`config.mk`:
```
export PLATFORM = sky130hd
export DESIGN_NAME = concatenador_nonce
export DESIGN_NICKNAME = d
export VERILOG_FILES = /design/src/rtl/concatenador_pkg.sv /design/src/rtl/nonce_counter.sv /design/src/rtl/concatenador_nonce.sv
export SDC_FILE = /design/constraint.sdc
export NUM_CORES = 1
export LEC_CHECK = 0
export CORE_AREA = 3 3 127 129
export DETAILED_ROUTE_END_ITERATION = 12
export DIE_AREA = 0 0 130 132
export DONT_BUFFER_PORTS = 1
export GPL_ROUTABILITY_DRIVEN = 0
export PLACE_DENSITY_LB_ADDON = 0.15
export SKIP_LAST_GASP = 1
export SYNTH_ARGS = -nofsm -noshare
export SYNTH_HDL_FRONTEND = slang
export SYNTH_SLANG_ARGS = --single-unit
```
`constraint.sdc`:
```
create_clock -name clk -period 8.6 [get_ports clk]
set_input_delay 0.86 -clock clk [delete_from_list [all_inputs] [get_ports clk]]
set_output_delay 0.86 -clock clk [all_outputs]
set_load 0.03 [all_outputs]
```
`src/rtl/concatenador_pkg.sv`:
```
// Shared types and helpers for the header/nonce concatenator.
// Holds the FSM state encoding, the block width derivation and the nonce byte-swap helper.
package concatenador_pkg;

  typedef enum logic [1:0] {
    ST_IDLE = 2'd0,
    ST_RUN  = 2'd1,
    ST_DONE = 2'd2
  } state_e;

  // The swap helper works on a wide container so that a single function
  // serves every NONCE_W. Callers cast their value into and out of it.
  localparam int NONCE_MAX_W = 256;

  function automatic int block_w(input int header_w, input int nonce_w);
    return header_w + nonce_w;
  endfunction

  function automatic logic [NONCE_MAX_W-1:0] byte_swap(input logic [NONCE_MAX_W-1:0] v,
                                                       input int nbytes);
    logic [NONCE_MAX_W-1:0] r;
    r = '0;
    for (int i = 0; i < NONCE_MAX_W / 8; i++) begin
      if (i < nbytes) r[(nbytes - 1 - i) * 8 +: 8] = v[i * 8 +: 8];
    end
    return r;
  endfunction

endpackage

```
`src/rtl/nonce_counter.sv`:
```
// Nonce register for one sweep: loads the first nonce and the limit, then advances by STEP.
// last_o flags that the nonce currently presented is the final one permitted in the range.
module nonce_counter #(
  parameter int                 NONCE_W = 32,
  parameter logic [NONCE_W-1:0] STEP    = {{(NONCE_W-1){1'b0}}, 1'b1}
) (
  input  logic               clk,
  input  logic               reset_L,
  input  logic               load_i,
  input  logic               adv_i,
  input  logic [NONCE_W-1:0] start_i,
  input  logic [NONCE_W-1:0] limit_i,
  output logic [NONCE_W-1:0] nonce_o,
  output logic               last_o
);

  logic [NONCE_W-1:0] nonce_q;
  logic [NONCE_W-1:0] limit_q;
  logic [NONCE_W-1:0] remain;

  // Distance to the limit, taken modulo 2^NONCE_W, so a range that wraps through 0 behaves correctly.
  assign remain  = limit_q - nonce_q;
  assign last_o  = remain < STEP;
  assign nonce_o = nonce_q;

  always_ff @(posedge clk or negedge reset_L) begin
    if (!reset_L) begin
      nonce_q <= '0;
      limit_q <= '0;
    end else if (load_i) begin
      nonce_q <= start_i;
      limit_q <= limit_i;
    end else if (adv_i) begin
      nonce_q <= nonce_q + STEP;
    end
  end

endmodule

```
`src/rtl/concatenador_nonce.sv`:
```
// Header/nonce concatenator: sweeps a nonce range and emits {header, nonce} blocks over valid/ready.
// Define CONCAT_BYTE_SWAP_EN to byte-reverse the nonce field inside bloque_in.
module concatenador_nonce
  import concatenador_pkg::*;
#(
  parameter int              HEADER_W   = 96,
  parameter int              NONCE_W    = 32,
  parameter longint unsigned NONCE_STEP = 1
) (
  input  logic                        clk,
  input  logic                        reset_L,
  input  logic                        start,
  input  logic [HEADER_W-1:0]         entrada,
  input  logic [NONCE_W-1:0]          nonce_start,
  input  logic [NONCE_W-1:0]          nonce_limit,
  input  logic                        hit,
  input  logic                        bloque_ready,
  output logic                        bloque_valid,
  output logic [HEADER_W+NONCE_W-1:0] bloque_in,
  output logic [NONCE_W-1:0]          nonce,
  output logic                        busy,
  output logic                        done,
  output logic                        found,
  output logic                        exhausted,
  output state_e                      state_dbg
);

  localparam int BLOCK_W = block_w(HEADER_W, NONCE_W);

  // Handshake: a block transfers on every rising edge where bloque_valid and
  // bloque_ready are both high; while valid is high and ready is low the block
  // stays unchanged, and valid never drops before the transfer (except on hit).
  state_e              state_q;
  logic [HEADER_W-1:0] header_q;
  logic                valid_q, busy_q, done_q, found_q, exh_q;
  logic                handshake, last, load, adv;
  logic [NONCE_W-1:0]  nonce_q;
  logic [NONCE_W-1:0]  nonce_field;
  logic [BLOCK_W-1:0]  block;

  assign handshake = valid_q && bloque_ready;
  assign load      = (state_q == ST_IDLE) && start;
  assign adv       = (state_q == ST_RUN) && handshake && !hit && !last;

  nonce_counter #(
    .NONCE_W (NONCE_W),
    .STEP    (NONCE_W'(NONCE_STEP))
  ) u_counter (
    .clk     (clk),
    .reset_L (reset_L),
    .load_i  (load),
    .adv_i   (adv),
    .start_i (nonce_start),
    .limit_i (nonce_limit),
    .nonce_o (nonce_q),
    .last_o  (last)
  );

  always_ff @(posedge clk or negedge reset_L) begin
    if (!reset_L) begin
      state_q  <= ST_IDLE;
      header_q <= '0;
      valid_q  <= 1'b0;
      busy_q   <= 1'b0;
      done_q   <= 1'b0;
      found_q  <= 1'b0;
      exh_q    <= 1'b0;
    end else begin
      case (state_q)
        ST_IDLE: begin
          if (start) begin
            header_q <= entrada;
            found_q  <= 1'b0;
            exh_q    <= 1'b0;
            valid_q  <= 1'b1;
            busy_q   <= 1'b1;
            state_q  <= ST_RUN;
          end
        end
        ST_RUN: begin
          // hit wins over the range check, even when both land on the same edge.
          if (hit || (handshake && last)) begin
            found_q <= hit;
            exh_q   <= !hit;
            valid_q <= 1'b0;
            busy_q  <= 1'b0;
            done_q  <= 1'b1;
            state_q <= ST_DONE;
          end
        end
        ST_DONE: begin
          done_q  <= 1'b0;
          state_q <= ST_IDLE;
        end
        default: state_q <= ST_IDLE;
      endcase
    end
  end

`ifdef CONCAT_BYTE_SWAP_EN
  assign nonce_field = NONCE_W'(byte_swap(NONCE_MAX_W'(nonce_q), NONCE_W / 8));
`else
  assign nonce_field = nonce_q;
`endif

  assign block        = {header_q, nonce_field};
  assign bloque_in    = block;
  assign nonce        = nonce_q;
  assign bloque_valid = valid_q;
  assign busy         = busy_q;
  assign done         = done_q;
  assign found        = found_q;
  assign exhausted    = exh_q;
  assign state_dbg    = state_q;

endmodule
```
### Yosys cells after proc, flatten, opt, wreduce, memory -nomap -nowiden

Cells that the tools add are included.

* word-level logic and storage cells: 47
* output and inout bits: 167
* input port bits: 165
* bits in registers: 166

* equal/unequal tests: 4
* reductions and logical operators: 17
* multiplexer cells: 15
* order comparisons: 1
* $add $sub $neg: 2

Operator list (count)
* 32-bit two-way mux: 2
* 32-bit by 1-bit adder with 32-bit output, second input constant: 1
* 32-bit by 1-bit < comparator with 1-bit output, second input constant: 1
* 32-bit subtractor: 1
* 1-bit case mux with 2 select lines: 4
* 1-bit logical AND: 6
* 1-bit two-way mux: 6
* 2-bit AND reduction: 3
* 2-bit nonzero test: 3
* 2-bit two-way mux: 2
* 2-bit case mux with 2 select lines: 1
* 3-bit AND reduction: 1
* 2-bit by 1-bit equality test with 1-bit output, second input constant: 1
* 2-bit equality test, second input constant: 1
* 1-bit zero test: 2
* 2-bit zero test: 1
* 2-bit by 1-bit != test with 1-bit output, second input constant: 1
* 2-bit != test, second input constant: 1
* 1-bit logical OR: 1

### Longest topological paths before layout

* depth in word-level cells: 6
* mapped depth: 17
* gate-level depth less buffers: 15

### Hierarchy

A second synthesis with hierarchy kept.

* cell total of the unflattened synthesis: 854
* area total of the unflattened synthesis: 9222.6 um^2

By module, submodules not included
* nonce_counter: seq. area each 1601.5 um^2, times used 1, area an instance 4901.0 um^2, cells an instance 578
* concatenador_nonce: seq. area each 2552.4 um^2, times used 1, area an instance 4321.6 um^2, cells an instance 276

### Least setup slack after synthesis

OpenSTA, ideal clock, no wires.

* path kind: register -> register
* start: register u_counter.nonce_q[0], in the netlist u_counter.nonce_o[0]
* end: register u_counter.nonce_q[28], in the netlist u_counter.nonce_o[28]
* buffers on the path: 1
* library setup time: 0.125 ns
* cell stages (with the launch flop): 16
* arrival: 3.552 ns
* clock period less this slack: 3.677 ns
* required time: 8.475 ns
* slack: 4.923 ns
* cell sequence: dfrtp_1 > ha_1 > inv_1 > fa_1 > nand3_1 > a21o_1 > a21boi_0 > or3_1 > a22oi_1 > nand4_1 > a2111oi_2 > nand4_4 > buf_6 > nand3_2 > xnor2_1 > mux2_2

* longest elaborated chain between the ends: 5
* elaborated cells on any way between the ends: 8
* classes of those cells: add/sub: 2; order compare: 1; mux: 2; reduce/logical: 3

RTL lines
* start: declaration: line nonce_counter.sv:17 `logic [NONCE_W-1:0] nonce_q;`
* start signal: assignment: line nonce_counter.sv:31 `nonce_q <= start_i;`
* start signal: assignment: line nonce_counter.sv:34 `nonce_q <= nonce_q + STEP;`
* 32-bit subtractor: line nonce_counter.sv:22 `assign remain = limit_q - nonce_q;`
* 32-bit by 1-bit < comparator with 1-bit output: line nonce_counter.sv:23 `assign last_o = remain < STEP;`
* 1-bit zero test: line concatenador_nonce.sv:43 `assign adv = (state_q == ST_RUN) && handshake && !hit && !last;`
* 1-bit logical AND: line concatenador_nonce.sv:43
* 2-bit nonzero test (no source line)

Parallel ways exist; a longest one is shown, timed or not. The select of a mux whose other input is x is not followed.
A chain may end at the register's enable or synchronous reset.

### Worst setup path in the final report

* start: register u_counter.nonce_q[10], in the netlist u_counter.nonce_o[10]
* end: register u_counter.nonce_q[15], in the netlist u_counter.nonce_o[15]

The elaborated chain is that of the path after synthesis.

==> summary.md <==
| Metric | Value |
|---|---|
| Synth top area share | 42.8% |
| Fin. max-slew vios | 0 |
| Worst Setup SP | u_counter.nonce_o[10] |
| H-tree levels | 4 |
| Starting Density | 64.1% |
| Placed cell area | 9480 µm² |
| GR Util met1 | 42.0% |
| Number of max-cap violations | 0 |
| Status | completed |
| Initial DRC count | 657 |
| Vias per cell | 6.28 |
| Gate Count Post-Synth | 1,194 |
| Gr ovfl total | 0 |
| Final min period | 5.01 ns |
| Synth Flop Type | dfrtp_1 |
| Post-cts resize count | 0 |
| Setup TNS | 0 ns |
| Max Buffers Root-to-Sink | 2 |
| Setup crit end kind | flip-flop |
| Reg2reg start | u_counter.nonce_o[10] |
| Post-synth top cells | nand2_1 (439), dfrtp_1 (166), o21ai_0 (46), nor2_1 (45), inv_1 (42) |
| Grt peak-use layer | met2 |
| CP Class | reg2reg |
| GR Util met2 | 52.4% |
| Setup Buffers After CTS | 0 |
| Critical path arrival | 5.35 ns |
| Root buffer cell | clkbuf_16 |
| Die Ht | 132 µm |
| Area of the multi-input gates | 4910 µm² |
| Die Wd | 130 µm |
| Synthesized area | 9700 µm² |
| Power Dens Cells | 537 nW/µm² |
| M3 GR Usage | 10.6% |
| Rows | 45 |
| R2R setup slack | 3.59 ns |
| Final setup vio count | 0 |
| Hold_buf cts | 0 |
| Post-route non-filler standard cell count | 1,330 |
| Core box area | 15,100 µm² |
| Normalized max-slew margin | 26.7% |
| Count leader, synth | nand2_1 |
| Via count | 8,357 |
| Detailed Place HPWL | 21,000 µm |
| Drt pass-1 iters | 5 |
| ANT nets after route | 0 |
| Max frequency | 200 MHz |
| Die ar. | 17,200 µm² |
| Hold Crit Class | in2async |
| Post-synth EDFFs | 0 |
| Placed cell count | 1,297 |
| Final hold violations | 0 |
| Initial antenna violation count | 1 |
| Nets | 1,331 |
| Tot GR Track Use | 33.2% |
| CP Launch Type | flip-flop |
| FFs w/ async S/R, synth | 100% |
| Leakage | 4.85 nW |
| Clk slew on worst S/H paths | 0.07 ns |
| Period Utilization, post-route | 58.3% |
| Overall routed net length | 28,200 µm |
| DR WL/cell | 21.2 µm |
| Final Cell Area | 10,100 µm² |
| Vias in the first global route | 8,159 |
| Clock Latency Late Sink | 0.43 ns |
| Num ports | 332 |
| Register area | 4150 µm² |
| Worst Clk Skew | 0.0168 ns |
| Pin count of the biggest net entering global routing | 167 |
| Post-synth cell types | 72 |
| Max VDD drop | 274 µV |
| Area contributors post-synth | dfrtp_1 (43%), nand2_1 (17%), ha_1 (4.8%) |
| Share of post-route cells with drive strength above 1 | 6.22% |
| First-pass GRT wire length | 44,000 µm |
| Register area share after synthesis | 42.8% |
| Area Overhead vs Synth | 3.80% |
| Syn Area/Cell | 8.13 µm² |
| Total CTS buffers | 17 |
| Filler Cells Inserted | 1,257 |
| CTS tree | done |
| Yosys top cell by area | dfrtp_1 |
| Yosys Warn Count | 0 |
| Clock sink count | 166 |
| Crit-path max FO | 20 |
| Syn nets | 1,397 |
| I/O Buffers | 0 |
| Worst setup endpoint | u_counter.nonce_o[15] |
| Reg2Reg Depth | 13 |
| Drt drc | 0 |
| R2R Path End | u_counter.nonce_o[15] |
| Slew @ Worst Pin | 1.10 ns |
| RSZ-0062 raised after global routing | no |
| Required @ worst endpoint | 8.94 ns |
| FF+latch count, synth | 166 |
## where the power goes
part | switching [mW] | internal (mW) | total, mW
clock | 0.357 | 0.413 | 0.771
sequential | 1.15 | 1.13 | 2.29
combinational | 1.51 | 0.842 | 2.35
total | 3.02 | 2.39 | 5.41
## stage by stage
step	setup slack, ns	hold slack [ns]	power (mW)	utilization, %
after CTS	3.64	0.111	5.37	66.5
after detailed placement	3.66	0.471	4.59	62.6
after global placement	3.81	0.464	4.54	62.6
after floorplan	4.92	0.450	4.10	-
after global routing	3.16	0.0987	5.79	66.5
final	3.59	0.114	5.41	66.5
## state kept, by name, indices dropped and copies added (netlist names)
signal             cells
u_counter.nonce_o     32
u_counter.limit_q     32
done                   1
state_dbg              2
found                  1
busy                   1
exhausted              1
header_q              96
## kinds of logic (layout without fill, tap and decap cells)
logic type / after synthesis / count (layout) / synth area share [%]
flops: 166 / 166 / 42.8
buf+inv: 129 / 76 / 6.65
fa+ha+maj: 38 / 38 / 4.98
other cells: 0 / 1 / 0
compound gates: 207 / 207 / 14.7
simple gates: 623 / 623 / 27.9
mux: 9 / 9 / 0.993
xor+xnor: 22 / 22 / 1.99
## layer usage
metal	wire (µm)	vias up
li1	-	3884
met2	13500	402
met4	1230	0
met3	2590	75
met5	0	-
met1	10900	3996
## layout make-up
type / instances / share of cell area (%)
inverters: 42 / 1.57
multi-input cells: 899 / 48.8
flip-flops and latches: 166 / 41.2
repair buffers: 2 / 0.149
clock inverters: 14 / 1.64
clock buffers: 18 / 4.26
well taps: 188 / 2.34
diodes: 1 / 0.0248
## how the worst min path moves through the flow
stage,from,to,depth (start not counted)
finish,reset_L,header_q[69],0
global route,reset_L,header_q[69],0
CTS,reset_L,header_q[69],0
detailed placement,u_counter.limit_q[27],u_counter.limit_q[27],2
global placement,u_counter.limit_q[12],u_counter.limit_q[12],2
floorplan,u_counter.limit_q[10],u_counter.limit_q[10],2
## worst max-delay path, stage by stage, from the launching register on
cell and delay [ns]:
dfrtp_1 0.81, inv_1 0.27, ha_1 0.57, nand4_4 0.17, or2_1 0.29, a211oi_2 0.33, nor3_1 0.12, nor4_1 0.29
nand4_1 0.16, a2111oi_2 0.57, nand4_4 0.32, nand4_1 0.62, o21ai_0 0.19, a31oi_1 0.21
## placed cells by master (no fill, tap or decap), types with 13 or more instances in the layout
cell type	n
a31oi_1	23
nand3_1	26
ha_1	37
clkbuf_16	17
nand2_1	438
a21o_1	14
o21ai_0	46
nor2_1	45
inv_1	42
dfrtp_1	166
nand4_1	21
or3_1	24
xnor2_1	13
a21oi_1	37
nor3_1	14
No activity file was read; power rests on OpenSTA's default activity.
